`src/rtl/mem_stage.sv`:
```
// mem_stage: memory-access stage. Launches loads/stores on the data bus via a
// req/gnt/rvalid handshake, aligns and extends load data, stalls upstream while
// an access is in flight, and registers the write-back triple.
//
// state | meaning
// IDLE  | no access in flight; a valid aligned memory op launches one
// REQ   | bus request held with latched fields until grant
// WAIT  | load granted, waiting for read data
// DONE  | access complete; write-back loaded on this edge, upstream advances
module mem_stage #(
  parameter int DATA_WIDTH  = 32,
  parameter int ADDR_WIDTH  = 32,
  parameter int RADDR_WIDTH = 5
) (
  input  logic                   clk_i,
  input  logic                   rst_n_i,
  input  logic [RADDR_WIDTH-1:0] reg_waddr_i,
  input  logic                   reg_we_i,
  input  logic [DATA_WIDTH-1:0]  reg_wdata_i,
  input  logic                   mem_we_i,
  input  logic [ADDR_WIDTH-1:0]  mem_addr_i,
  input  logic [DATA_WIDTH-1:0]  mem_data_i,
  input  logic [3:0]             mem_op_i,
  output logic                   dbus_req_o,
  input  logic                   dbus_gnt_i,
  output logic                   dbus_we_o,
  output logic [ADDR_WIDTH-1:0]  dbus_addr_o,
  output logic [3:0]             dbus_be_o,
  output logic [DATA_WIDTH-1:0]  dbus_wdata_o,
  input  logic                   dbus_rvalid_i,
  input  logic [DATA_WIDTH-1:0]  dbus_rdata_i,
  output logic                   stall_o,
  output logic [RADDR_WIDTH-1:0] reg_waddr_o,
  output logic                   reg_we_o,
  output logic [DATA_WIDTH-1:0]  reg_wdata_o,
  output logic                   misalign_o
);

  typedef enum logic [1:0] {IDLE, REQ, WAIT, DONE} state_t;

  localparam logic [3:0] OP_LB  = 4'd1;
  localparam logic [3:0] OP_LH  = 4'd2;
  localparam logic [3:0] OP_LW  = 4'd3;
  localparam logic [3:0] OP_LBU = 4'd4;
  localparam logic [3:0] OP_LHU = 4'd5;
  localparam logic [3:0] OP_SB  = 4'd6;
  localparam logic [3:0] OP_SH  = 4'd7;
  localparam logic [3:0] OP_SW  = 4'd8;

  localparam logic [1:0] SZ_BYTE = 2'd0;
  localparam logic [1:0] SZ_HALF = 2'd1;
  localparam logic [1:0] SZ_WORD = 2'd2;

  state_t state, state_nxt;

  logic                   is_load, is_store, is_mem, misaligned, launch;
  logic [1:0]             size, offset;
  logic [3:0]             be;
  logic [DATA_WIDTH-1:0]  wdata;

  logic [3:0]             op_q;
  logic                   store_q;
  logic [ADDR_WIDTH-1:0]  addr_q;
  logic [3:0]             be_q;
  logic [DATA_WIDTH-1:0]  wdata_q;
  logic [RADDR_WIDTH-1:0] waddr_q;
  logic [DATA_WIDTH-1:0]  ldata_q;
  logic [DATA_WIDTH-1:0]  shifted, ext;
  logic                   in_req;

  // mem_we_i duplicates information already carried by mem_op_i
  logic unused_we;
  assign unused_we = mem_we_i;

  // Decode the incoming op into direction and access size
  always_comb begin
    is_load  = 1'b0;
    is_store = 1'b0;
    size     = SZ_BYTE;
    case (mem_op_i)
      OP_LB, OP_LBU: begin is_load  = 1'b1; size = SZ_BYTE; end
      OP_LH, OP_LHU: begin is_load  = 1'b1; size = SZ_HALF; end
      OP_LW:         begin is_load  = 1'b1; size = SZ_WORD; end
      OP_SB:         begin is_store = 1'b1; size = SZ_BYTE; end
      OP_SH:         begin is_store = 1'b1; size = SZ_HALF; end
      OP_SW:         begin is_store = 1'b1; size = SZ_WORD; end
      default:       ;
    endcase
  end

  assign offset     = mem_addr_i[1:0];
  assign is_mem     = is_load | is_store;
  assign misaligned = is_mem && (((size == SZ_HALF) && offset[0]) ||
                                 ((size == SZ_WORD) && (offset != 2'd0)));
  assign launch     = (state == IDLE) && is_mem && !misaligned;
  assign stall_o    = launch || (state == REQ) || (state == WAIT);

  // Byte enables and lane-replicated store data; loads reuse the same enables
  always_comb begin
    be    = 4'b1111;
    wdata = mem_data_i;
    case (size)
      SZ_BYTE: begin
        be    = 4'b0001 << offset;
        wdata = {4{mem_data_i[7:0]}};
      end
      SZ_HALF: begin
        be    = offset[1] ? 4'b1100 : 4'b0011;
        wdata = {2{mem_data_i[15:0]}};
      end
      default: ;
    endcase
  end

  // Align returned word to bit 0 and extend according to the latched op
  always_comb begin
    shifted = dbus_rdata_i >> {addr_q[1:0], 3'b000};
    case (op_q)
      OP_LB:   ext = {{(DATA_WIDTH-8){shifted[7]}}, shifted[7:0]};
      OP_LBU:  ext = {{(DATA_WIDTH-8){1'b0}}, shifted[7:0]};
      OP_LH:   ext = {{(DATA_WIDTH-16){shifted[15]}}, shifted[15:0]};
      OP_LHU:  ext = {{(DATA_WIDTH-16){1'b0}}, shifted[15:0]};
      default: ext = shifted;
    endcase
  end

  // State register
  always_ff @(posedge clk_i or negedge rst_n_i) begin
    if (!rst_n_i) state <= IDLE;
    else          state <= state_nxt;
  end

  // Next-state logic
  always_comb begin
    state_nxt = state;
    case (state)
      IDLE: if (launch) state_nxt = REQ;
      REQ:  if (dbus_gnt_i) state_nxt = store_q ? DONE : WAIT;
      WAIT: if (dbus_rvalid_i) state_nxt = DONE;
      DONE: state_nxt = IDLE;
      default: state_nxt = IDLE;
    endcase
  end

  // Capture the access at launch and the extended read data on rvalid
  always_ff @(posedge clk_i or negedge rst_n_i) begin
    if (!rst_n_i) begin
      op_q    <= '0;
      store_q <= 1'b0;
      addr_q  <= '0;
      be_q    <= '0;
      wdata_q <= '0;
      waddr_q <= '0;
      ldata_q <= '0;
    end else begin
      if (launch) begin
        op_q    <= mem_op_i;
        store_q <= is_store;
        addr_q  <= mem_addr_i;
        be_q    <= be;
        wdata_q <= wdata;
        waddr_q <= reg_waddr_i;
      end
      if ((state == WAIT) && dbus_rvalid_i) ldata_q <= ext;
    end
  end

  // Bus fields are forced to zero outside REQ so reset drops them immediately
  assign in_req       = (state == REQ);
  assign dbus_req_o   = in_req;
  assign dbus_we_o    = in_req && store_q;
  assign dbus_addr_o  = in_req ? {addr_q[ADDR_WIDTH-1:2], 2'b00} : '0;
  assign dbus_be_o    = in_req ? be_q : 4'b0000;
  assign dbus_wdata_o = in_req ? wdata_q : '0;

  // Write-back register: bubble while stalled, otherwise pass-through,
  // load result, store bubble or misalignment flag
  always_ff @(posedge clk_i or negedge rst_n_i) begin
    if (!rst_n_i) begin
      reg_waddr_o <= '0;
      reg_we_o    <= 1'b0;
      reg_wdata_o <= '0;
      misalign_o  <= 1'b0;
    end else begin
      reg_waddr_o <= '0;
      reg_we_o    <= 1'b0;
      reg_wdata_o <= '0;
      misalign_o  <= 1'b0;
      if (!stall_o) begin
        if (state == IDLE) begin
          if (misaligned) begin
            misalign_o <= 1'b1;
          end else begin
            reg_waddr_o <= reg_waddr_i;
            reg_we_o    <= reg_we_i;
            reg_wdata_o <= reg_wdata_i;
          end
        end else if ((state == DONE) && !store_q) begin
          reg_waddr_o <= waddr_q;
          reg_we_o    <= 1'b1;
          reg_wdata_o <= ldata_q;
        end
      end
    end
  end

endmodule

```
`config.mk`:
```
export PLATFORM = sky130hd
export DESIGN_NAME = mem_stage
export DESIGN_NICKNAME = d
export VERILOG_FILES = /design/src/rtl/mem_stage.sv
export SDC_FILE = /design/constraint.sdc
export NUM_CORES = 1
export LEC_CHECK = 0
export CORE_ASPECT_RATIO = 2
export CORE_MARGIN = 10
export CORE_UTILIZATION = 30
export DETAILED_ROUTE_END_ITERATION = 7
export GPL_ROUTABILITY_DRIVEN = 1
export SLEW_MARGIN = 5
export SYNTH_ARGS = -nofsm -noshare
export SYNTH_HDL_FRONTEND = slang
export SYNTH_SLANG_ARGS = --single-unit
```
`constraint.sdc`:
```
create_clock -name clk_i -period 5.93 [get_ports clk_i]
set_clock_uncertainty 0.1 [all_clocks]
set_input_delay 1.186 -clock clk_i [delete_from_list [all_inputs] [get_ports clk_i]]
set_output_delay 1.186 -clock clk_i [all_outputs]
set_load 0.05 [all_outputs]
```
# Word-level counts from Yosys, hierarchy flattened
# Cells that the tools add are included.
# word_totals
wordCells,86
ff_bits,151
# op_classes
n_bitwise,1
muxes,30
n_eq_ne,20
n_reduce_logical,21
n_shift,2
# ops
op,count
32-bit two-way mux,6
32-bit one-hot mux with 4 select lines,1
32-bit one-hot mux with 2 select lines,1
32-bit by 5-bit >> shifter with 32-bit output,1
"4-bit by 3-bit == test with 1-bit output, second input constant",6
5-bit two-way mux,4
"4-bit by 2-bit == test with 1-bit output, second input constant",3
1-bit two-way mux,10
"4-bit by 1-bit == test with 1-bit output, second input constant",2
1-bit logical AND,8
4-bit two-way mux,2
2-bit one-hot mux with 4 select lines,1
4-bit one-hot mux with 2 select lines,1
"2-bit == test, second input constant",3
2-bit two-way mux,3
"2-bit inequality test, second input constant",3
3-bit OR reduction,2
5-bit OR reduction,1
"2-bit by 1-bit == test with 1-bit output, second input constant",2
"4-bit == test, second input constant",1
2-bit logical NOT,2
2-bit one-hot mux with 2 select lines,1
"1-bit by 2-bit left shift with 4-bit output, first input constant",1
1-bit logical OR,3
5 further kinds,6

# Depth between registers and ports, before layout
# Gate-level depths: netlist (run 1).
# depth
depth_word,12
ltp_mapped,10
ltp_nobuf,6

# Least setup slack after synthesis (run 1)
# Ideal clock, no wire load.
# synth_timing
path_type,input to output
startpoint,input port mem_op_i[0]
endpoint,output port stall_o
path_buffers,2
path_slack_ns,1.966
arrival_ns,2.678
cell_stages,5
cell_sequence,buf_2 nor3_2 xnor2_1 a311o_1 buf_1
# synth_via
elab_chain_cells,11
word_cells_on_any_way,27
cone_classes,eq/ne: 10; mux: 3; bitwise: 1; reduce/logical: 13
# synth_rtl
item,line,text
"start, declared",23,"input logic [3:0] mem_op_i,"
"4-bit by 3-bit == test with 1-bit output, or another cell as far along",80,case (mem_op_i)
3-bit OR reduction (no line) / 2-bit OR reduction (equally long branches),n/a,
2-bit one-hot mux with 2 select lines,80,
2-bit by 1-bit == test with 1-bit output / 2-bit == test (equally long branches),"93, 94",
"1-bit logical AND, on equally long branches","93, 94",
1-bit logical OR,93,assign misaligned = is_mem && (((size == SZ_HALF) && offset[0]) ||
1-bit logical AND,93,
1-bit logical NOT,95,assign launch = (state == IDLE) && is_mem && !misaligned;
1-bit logical AND (*),95,
1-bit logical OR (*) (2 in series),96,assign stall_o = launch || (state == REQ) || (state == WAIT);
"end, declared",32,"output logic stall_o,"
# Every way passes the cells marked *; elsewhere a longest branch is shown, timed or not.

# Worst setup path after layout (run 1)
# layout_timing
startpoint,input port mem_op_i[3]
endpoint,output port stall_o
# Same word-level chain as after synthesis.

==> results of run 1 <==
[cells in the mapped netlist (all sizes together) (7+ instances only)]
cell type / instances / share of area
a211oi: 7 / 0.0067
a21o: 11 / 0.010
a21oi: 17 / 0.011
a22oi: 35 / 0.034
a31oi: 65 / 0.052
a32o: 7 / 0.0089
a32oi: 20 / 0.022
and2: 70 / 0.055
buf: 26 / 0.021
clkbuf: 48 / 0.023
dfrtp: 151 / 0.48
inv: 14 / 0.0067
mux2: 56 / 0.095
mux2i: 16 / 0.020
nand2: 36 / 0.017
nand2b: 10 / 0.0079
nand3: 9 / 0.0057
nand4: 9 / 0.0071
nor2: 59 / 0.028
nor2b: 18 / 0.014
o21ai: 43 / 0.027
o2bb2ai: 7 / 0.0078
[kinds of logic (layout without fill, tap and decap cells)]
kind of cell | Yosys count | count (layout) | synth area share
compound gates | 223 | 223 | 0.193
xor+xnor | 3 | 3 | 0.00333
fa+ha+maj | 4 | 4 | 0.00634
buf+inv | 88 | 307 | 0.0509
flops | 151 | 151 | 0.479
mux | 73 | 73 | 0.118
other cells | 1 | 3 | 0.000475
simple gates | 226 | 226 | 0.150
[power by group through the flow]
stage | Combinational, mW | Clock, mW | Sequential (mW)
6_report | 3.37 | 1.17 | 1.78
5_1_grt | 3.60 | 1.24 | 1.85
4_1_cts | 3.42 | 1.20 | 1.79
3_5_place_dp | 3.42 | 0 | 1.81
3_3_place_gp | 3.38 | 0 | 1.80
2_1_floorplan | 2.03 | 0 | 2.03
[state kept, by name, indices dropped and copies added, names as in the netlist, 2 cells and up]
register and count:
reg_waddr_o 5, op_q 4, wdata_q 32, state 2, waddr_q 5, be_q 4
reg_wdata_o 32, ldata_q 32, addr_q 32
[path summary, 6_finish.rpt]
path | endpoint | cells after the start
min in group asynchronous | reg_wdata_o[25] | 1
setup / recovery | stall_o | 6
setup reg to reg | wdata_q[4] | 6
hold reg to reg | addr_q[4] | 1
max in group asynchronous | reg_wdata_o[26] | 2
hold / removal | addr_q[4] | 1
[metrics by stage]
| step | util | power, mW | setup WS [ns] |
|---|---|---|---|
| finish | 0.430 | 6.33 | 1.27 |
| global route | 0.430 | 6.69 | 1.16 |
| detailed placement | 0.406 | 5.22 | 1.26 |
| CTS | 0.430 | 6.41 | 1.26 |
| global placement | 0.406 | 5.18 | 1.28 |
| floorplan | - | 4.06 | 1.97 |
[layout make-up]
| type | instances | area [µm²] |
|---|---|---|
| flip-flops and latches | 151 | 3780 |
| clock buffers | 23 | 478 |
| well taps | 344 | 430 |
| fillers | 2489 | 14900 |
| clock inverters | 7 | 143 |
| diodes | 1 | 2.50 |
| inverters | 14 | 52.6 |
| repair buffers | 263 | 2620 |
| multi-input cells | 531 | 3740 |
[per-layer routing]
metal / up-vias / track usage
li1: 3201 / -
met1: 3326 / 0.169
met2: 246 / 0.314
met3: 41 / 0.0398
met4: 2 / 0.0684
met5: - / 0
==> flow_summary.ini, run 1 <==
[outcome]
status = completed

[die]
row_count = 84
die_w_um = 135
die_y_um = 249
dieArea_mm2 = 0.0336
io-pin-count = 253
fp.coreArea_mm2 = 0.0262
start_util = 0.302

[detailed_routing]
wl_met1_mm = 9.82
vias = 6816
drtIter0Drc = 482
finalWirelength_mm = 28.1
ant_nets = 0
drtPass1Iterations = 5
topRoutingLayerUsed = met5
met2WireLength_mm = 15.8
dr_wl_met3_mm = 1.60
drc = 0
wl_per_cell_um = 21.1
viasPerCell = 5.11

[logic_synthesis]
synth_edf_count = 0
syn_area_per_cell_um2 = 10.3
synth.ff_latch_count = 151
synth.cell_area_mm2 = 0.00790
synthFlopType = dfrtp_1
synth.distinct_cells = 56
yosysSeqAreaShare = 0.479
syn_inst = 769
ys_async_sr_fraction = 1.00
synth_warnings = 0

[timing]
finalHoldViolations = 0
fmax_mhz = 215
fin_crit_ns = 4.66
whs_ns = 0.379
slew_headroom = 0.273
tightest_slew_ns = 1.09
grt_setup_unrepaired = no
tns_ns = 0
setup_violations = 0
finalCritPeriodShare = 0.786
final_max_slew_viol_count = 0

[power_and_ir_drop]
clkPwrFrac = 0.185
pwr-share-comb = 0.533
p_sw_frac = 0.442
ir_worst_vdd_mv = 0.214
intPower_mw = 3.53
seqPwrFrac = 0.282
p_leak_nw = 4.59
p_switching_mw = 2.80
power_density_mw_per_mm2 = 563

[cts]
hold_buffers = 0
cts_resized = 0
cts_sinks = 151
cts_root_buf = clkbuf_16
cts.path.max_buffers = 2
clk_pin_slew_ns = 0.06
h-tree-depth = 4
cts_tree = yes
worstSkewPairLatency_ns = 0.44
post_cts_buffers = 0
cts-buffers-inserted = 17

[grt]
grt_pass1_vias = 6994
grt_max_degree = 72
overflow = 0
grt_pass1_wl_mm = 42.9
grtUsageTotal = 0.167
antenna_found_initial = 2

[place]
dp_hpwl_mm = 20.9
port_buffers = 249
routabilityCongestion = 0.819
place_inst = 1303
dpl_cell_area_mm2 = 0.0106

[finish]
syn_to_final_growth_pct = 42.5
final_cell_mix = clkdlybuf4s50_1 (247), dfrtp_1 (151), and2_1 (69)
finalNetCount = 1125
stdcell_area_mm2 = 0.0112
final_common_cell = clkdlybuf4s50_1
fin_cells = 1334
drive_above_1_share = 0.108

[setup_path]
critPathRequiredTime_ns = 4.64
start_kind = input port
cp-end-kind = output pin
slowest_delay_ns = 0.71
crit_chain = clkdlybuf4s50_1, nand2b_1, o32a_2, a311o_1, buf_4, buf_12
critical-path-top-delay-family = buffers and inverters
worst-path-max-fanout = 22
cp_slowest_cell = clkdlybuf4s50_1
rrSetupSlack_ns = 2.16
critPathBufInv = 3
criticalPathCategory = input port to output pin
crit_path_start = mem_op_i[3]
worstReg2RegStart = state[0]
cp.arrival_ns = 3.37

[min_path]
min_from = addr_q[4]
hp-class = flop to flop

[run]
max_cap_viol_count = 0
Power figures use the tool's default switching activity.
==> inputs of run 2 (changes only) <==
==> constraint.sdc (replaced) <==
create_clock -name clk_i -period 4.5 [get_ports clk_i]
set_clock_uncertainty 0.1 [all_clocks]
set_input_delay 0.9 -clock clk_i [delete_from_list [all_inputs] [get_ports clk_i]]
set_output_delay 0.9 -clock clk_i [all_outputs]
set_load 0.05 [all_outputs]
==> flow_summary.ini, run 2 (synthesized netlist as in run 1, its figures left out) <==
[place]
dp_slack_ns = 0.546
port_buffers = 249
dp_hpwl_mm = 21.9
routabilityCongestion = 0.833
place_inst = 1314

[cts]
cts_root_buf = clkbuf_16
hold_buffers = 0
clk_pin_slew_ns = 0.06
cts_sinks = 151
h-tree-depth = 4
worstSkewPairLatency_ns = 0.44
cts.path.max_buffers = 2
post_cts_buffers = 0
cts_resized = 0
cts_tree = yes
cts-buffers-inserted = 17

[finish]
drive_above_1_share = 0.116
final_cell_mix = clkdlybuf4s50_1 (247), dfrtp_1 (151), and2_1 (69)
nFillCells = 2513
syn_to_final_growth_pct = 42.9
fin_cells = 1347
finalNetCount = 1136
final_common_cell = clkdlybuf4s50_1

[setup_path]
critPathBufInv = 2
criticalPathCategory = input port to output pin
worst-path-max-fanout = 14
start_kind = input port
slowest_delay_ns = 0.65
worstReg2RegStart = state[1]
crit_chain = clkdlybuf4s50_1, nand2b_1, o32a_2, a311o_1, buf_12
cp_slowest_cell = clkdlybuf4s50_1
cp-end-kind = output pin
crit_path_start = mem_op_i[0]
critical-path-top-delay-family = compound AO/OA/AOI/OAI gates
cp.arrival_ns = 2.97
critPathRequiredTime_ns = 3.50

[timing]
whs_ns = 0.376
grt_setup_unrepaired = no
tightest_slew_ns = 0.983
slew_headroom = 0.341
setup_violations = 0
fmax_mhz = 252
tns_ns = 0
fin_crit_ns = 3.97
finalHoldViolations = 0
setup_ws_ns = 0.527
finalCritPeriodShare = 0.883
final_max_slew_viol_count = 0

[detailed_routing]
ant_nets = 0
drtIter0Drc = 470
viasPerCell = 5.08
vias = 6846
finalWirelength_mm = 28.9
drc = 0
drtPass1Iterations = 5
wl_per_cell_um = 21.5

[die]
die_w_um = 135
start_util = 0.302
dieArea_mm2 = 0.0336
row_count = 84
die_y_um = 249
fp.coreArea_mm2 = 0.0262
io-pin-count = 253

[grt]
grt_pass1_wl_mm = 44.1
grtUsageTotal = 0.172
antenna_found_initial = 4
grt_max_degree = 84
overflow = 0
grt_pass1_vias = 7168

[power_and_ir_drop]
ir_worst_vdd_mv = 0.327
p_leak_nw = 4.61
power_density_mw_per_mm2 = 733

[min_path]
hp-class = input port to async pin

[outcome]
status = completed

[run]
max_cap_viol_count = 0
## run 2: per-layer routing
| layer | wire, µm | global-route usage | up-vias |
|---|---|---|---|
| met5 | 13 | 0 | - |
| met4 | 712 | 0.0675 | 2 |
| met3 | 1460 | 0.0412 | 36 |
| met2 | 16700 | 0.328 | 206 |
| met1 | 10100 | 0.170 | 3382 |
| li1 | - | - | 3220 |
## run 2: path summary, 6_finish.rpt
path,to,slack [ns],cells after the start
min in group clk_i,addr_q[4],0.38,1
max in group asynchronous,state[0],2.98,2
hold / removal,reg_wdata_o[5],0.38,1
hold reg to reg,addr_q[4],0.38,1
setup / recovery,stall_o,0.53,5
setup reg to reg,addr_q[1],1.75,7
## run 2: stage by stage
step	power, mW	cell area, µm²	utilization
after detailed placement	6.94	10700	0.410
after CTS	8.38	11300	0.431
after global placement	6.88	10700	0.410
after global routing	8.75	11300	0.431
final	8.27	11300	0.431
after floorplan	5.35	7900	-
## run 2: area by class of cell
type	count	area, µm²	share of cell area
flip-flops and latches	151	3780	0.335
well taps	344	430	0.0381
repair buffers	274	2720	0.241
inverters	14	52.6	0.00466
clock buffers	23	458	0.0406
diodes	3	7.51	0.000665
clock inverters	7	98.8	0.00876
multi-input cells	531	3740	0.332
## run 2: where the power goes
part	leakage, nW	internal (mW)	total [mW]	switching, mW
clock	0.267	0.826	1.40	0.575
sequential	1.86	1.98	2.36	0.376
combinational	2.49	1.74	4.51	2.77
==> inputs of run 3 (changes only) <==
--- a/config.mk
+++ b/config.mk
@@ -5,11 +5,15 @@
 export SDC_FILE = /design/constraint.sdc
 export NUM_CORES = 1
 export LEC_CHECK = 0
+export CAP_MARGIN = 20
+export CELL_PAD_IN_SITES_DETAIL_PLACEMENT = 1
+export CELL_PAD_IN_SITES_GLOBAL_PLACEMENT = 2
 export CORE_ASPECT_RATIO = 2
 export CORE_MARGIN = 10
-export CORE_UTILIZATION = 30
+export CORE_UTILIZATION = 28
 export DETAILED_ROUTE_END_ITERATION = 7
 export GPL_ROUTABILITY_DRIVEN = 1
+export PLACE_DENSITY_LB_ADDON = 0.1
 export SLEW_MARGIN = 5
 export SYNTH_ARGS = -nofsm -noshare
 export SYNTH_HDL_FRONTEND = slang
==> flow_summary.ini, run 3 (synthesized netlist as in run 1, its figures left out) <==
[setup_path]
start_kind = flop
criticalPathCategory = flop to output pin
critPathRequiredTime_ns = 3.50
reg2reg_to = addr_q[4]
cp.arrival_ns = 2.82
crit_path_start = state[1]
rr_worst_depth = 7
cp-end-kind = output pin
cp-endpoint = dbus_wdata_o[11]
rrSetupSlack_ns = 1.78
worst-path-max-fanout = 45
worstReg2RegStart = state[1]

[timing]
slew_headroom = 0.273
setup_violations = 0
finalCritPeriodShare = 0.849
tns_ns = 0
fmax_mhz = 262
finalHoldViolations = 0
final_max_slew_viol_count = 0
setup_ws_ns = 0.678
fin_crit_ns = 3.82
tightest_slew_ns = 1.09
grt_setup_unrepaired = no

[die]
io-pin-count = 253
die_y_um = 257
dieArea_mm2 = 0.0357
fp.coreArea_mm2 = 0.0277
row_count = 86
die_w_um = 139
start_util = 0.285

[detailed_routing]
drc = 0
wl_per_cell_um = 23.3
drtIter0Drc = 395
finalWirelength_mm = 31.6
drtPass1Iterations = 4
vias = 6956
ant_nets = 0
viasPerCell = 5.14

[grt]
grt_util_met1 = 0.173
grt_use_met3 = 0.0481
top_usage_layer = met2
antenna_found_initial = 1
grtUsageTotal = 0.174
use_met2 = 0.334
grt_max_degree = 70
grt_pass1_vias = 7466
overflow = 0
grt_pass1_wl_mm = 48.2

[cts]
cts_tree = yes
h-tree-depth = 4
cts_root_buf = clkbuf_16
worstSkewPairLatency_ns = 0.44
hold_buffers = 0
cts.path.max_buffers = 2
post_cts_buffers = 0
cts_sinks = 151
cts_resized = 0
clk_pin_slew_ns = 0.06
cts-buffers-inserted = 17

[run]
max_cap_viol_count = 0

[power_and_ir_drop]
ir_worst_vdd_mv = 0.313
power_density_mw_per_mm2 = 746
p_leak_nw = 4.66

[place]
dp_slack_ns = 0.612
routabilityCongestion = 0.769
port_buffers = 249
dp_hpwl_mm = 23.5

[finish]
regArea_mm2 = 0.00378
drive_above_1_share = 0.120
finalNetCount = 1136
final_common_cell = clkdlybuf4s50_1
syn_to_final_growth_pct = 44.3
final_cell_mix = clkdlybuf4s50_1 (247), dfrtp_1 (151), and2_1 (69)
multi_input_area_mm2 = 0.00374
nFillCells = 3069

[min_path]
hp-class = input port to async pin

[outcome]
status = completed
-- run 3: cell count changes in the layout (fill, tap and decap cells not counted), sizes merged --
cell / change
inv: +2
clkinvlp: +1
diode: -2
clkbuf: -3
bufinv: +2
clkinv: -2
-- run 3: area by class of cell --
class / count / area share
sequential: 151 / 0.332
multi-input combinational: 531 / 0.328
timing repair buffer: 274 / 0.242
clock buffer: 20 / 0.0401
tap: 352 / 0.0386
clock inverter: 10 / 0.0149
inverter: 14 / 0.00461
antenna: 1 / 0.000220
-- run 3: routing by layer --
metal / part of all wire / up-vias
li1: - / 3224
met1: 0.35 / 3498
met2: 0.57 / 202
met3: 0.055 / 32
met4: 0.022 / 0
met5: 0 / -
-- run 3: how the worst min path moves through the flow --
stage / from / cells after the start / to
2_1_floorplan: ldata_q[7] / 2 / ldata_q[7]
3_3_place_gp: addr_q[8] / 1 / addr_q[8]
4_1_cts: rst_n_i / 1 / reg_we_o
5_1_grt: rst_n_i / 1 / wdata_q[4]
3_5_place_dp: addr_q[6] / 1 / addr_q[6]
6_report: rst_n_i / 1 / wdata_q[4]
-- run 3: critical path, cell delays in order, from the launching register on --
cell,delay (ns)
dfrtp_1,0.44
inv_1,0.15
ha_2,0.50
buf_12,0.26
and2_1,0.17
clkdlybuf4s50_1,0.81
-- run 3: report_power, final --
group | switching (mW) | internal (mW)
clock network | 0.617 | 0.957
registers | 0.349 | 1.98
logic | 2.85 | 1.75
-- run 3: through the flow --
stage	total power [mW]	cell area (µm²)	hold WS, ns	util	instances
global route	9.01	11400	0.398	0.412	1353
detailed placement	7.06	10800	0.373	0.389	1322
floorplan	5.35	7900	0.339	-	770
global placement	6.99	10800	0.361	0.389	1322
CTS	8.67	11400	0.371	0.412	1352
finish	8.50	11400	0.350	0.412	1353
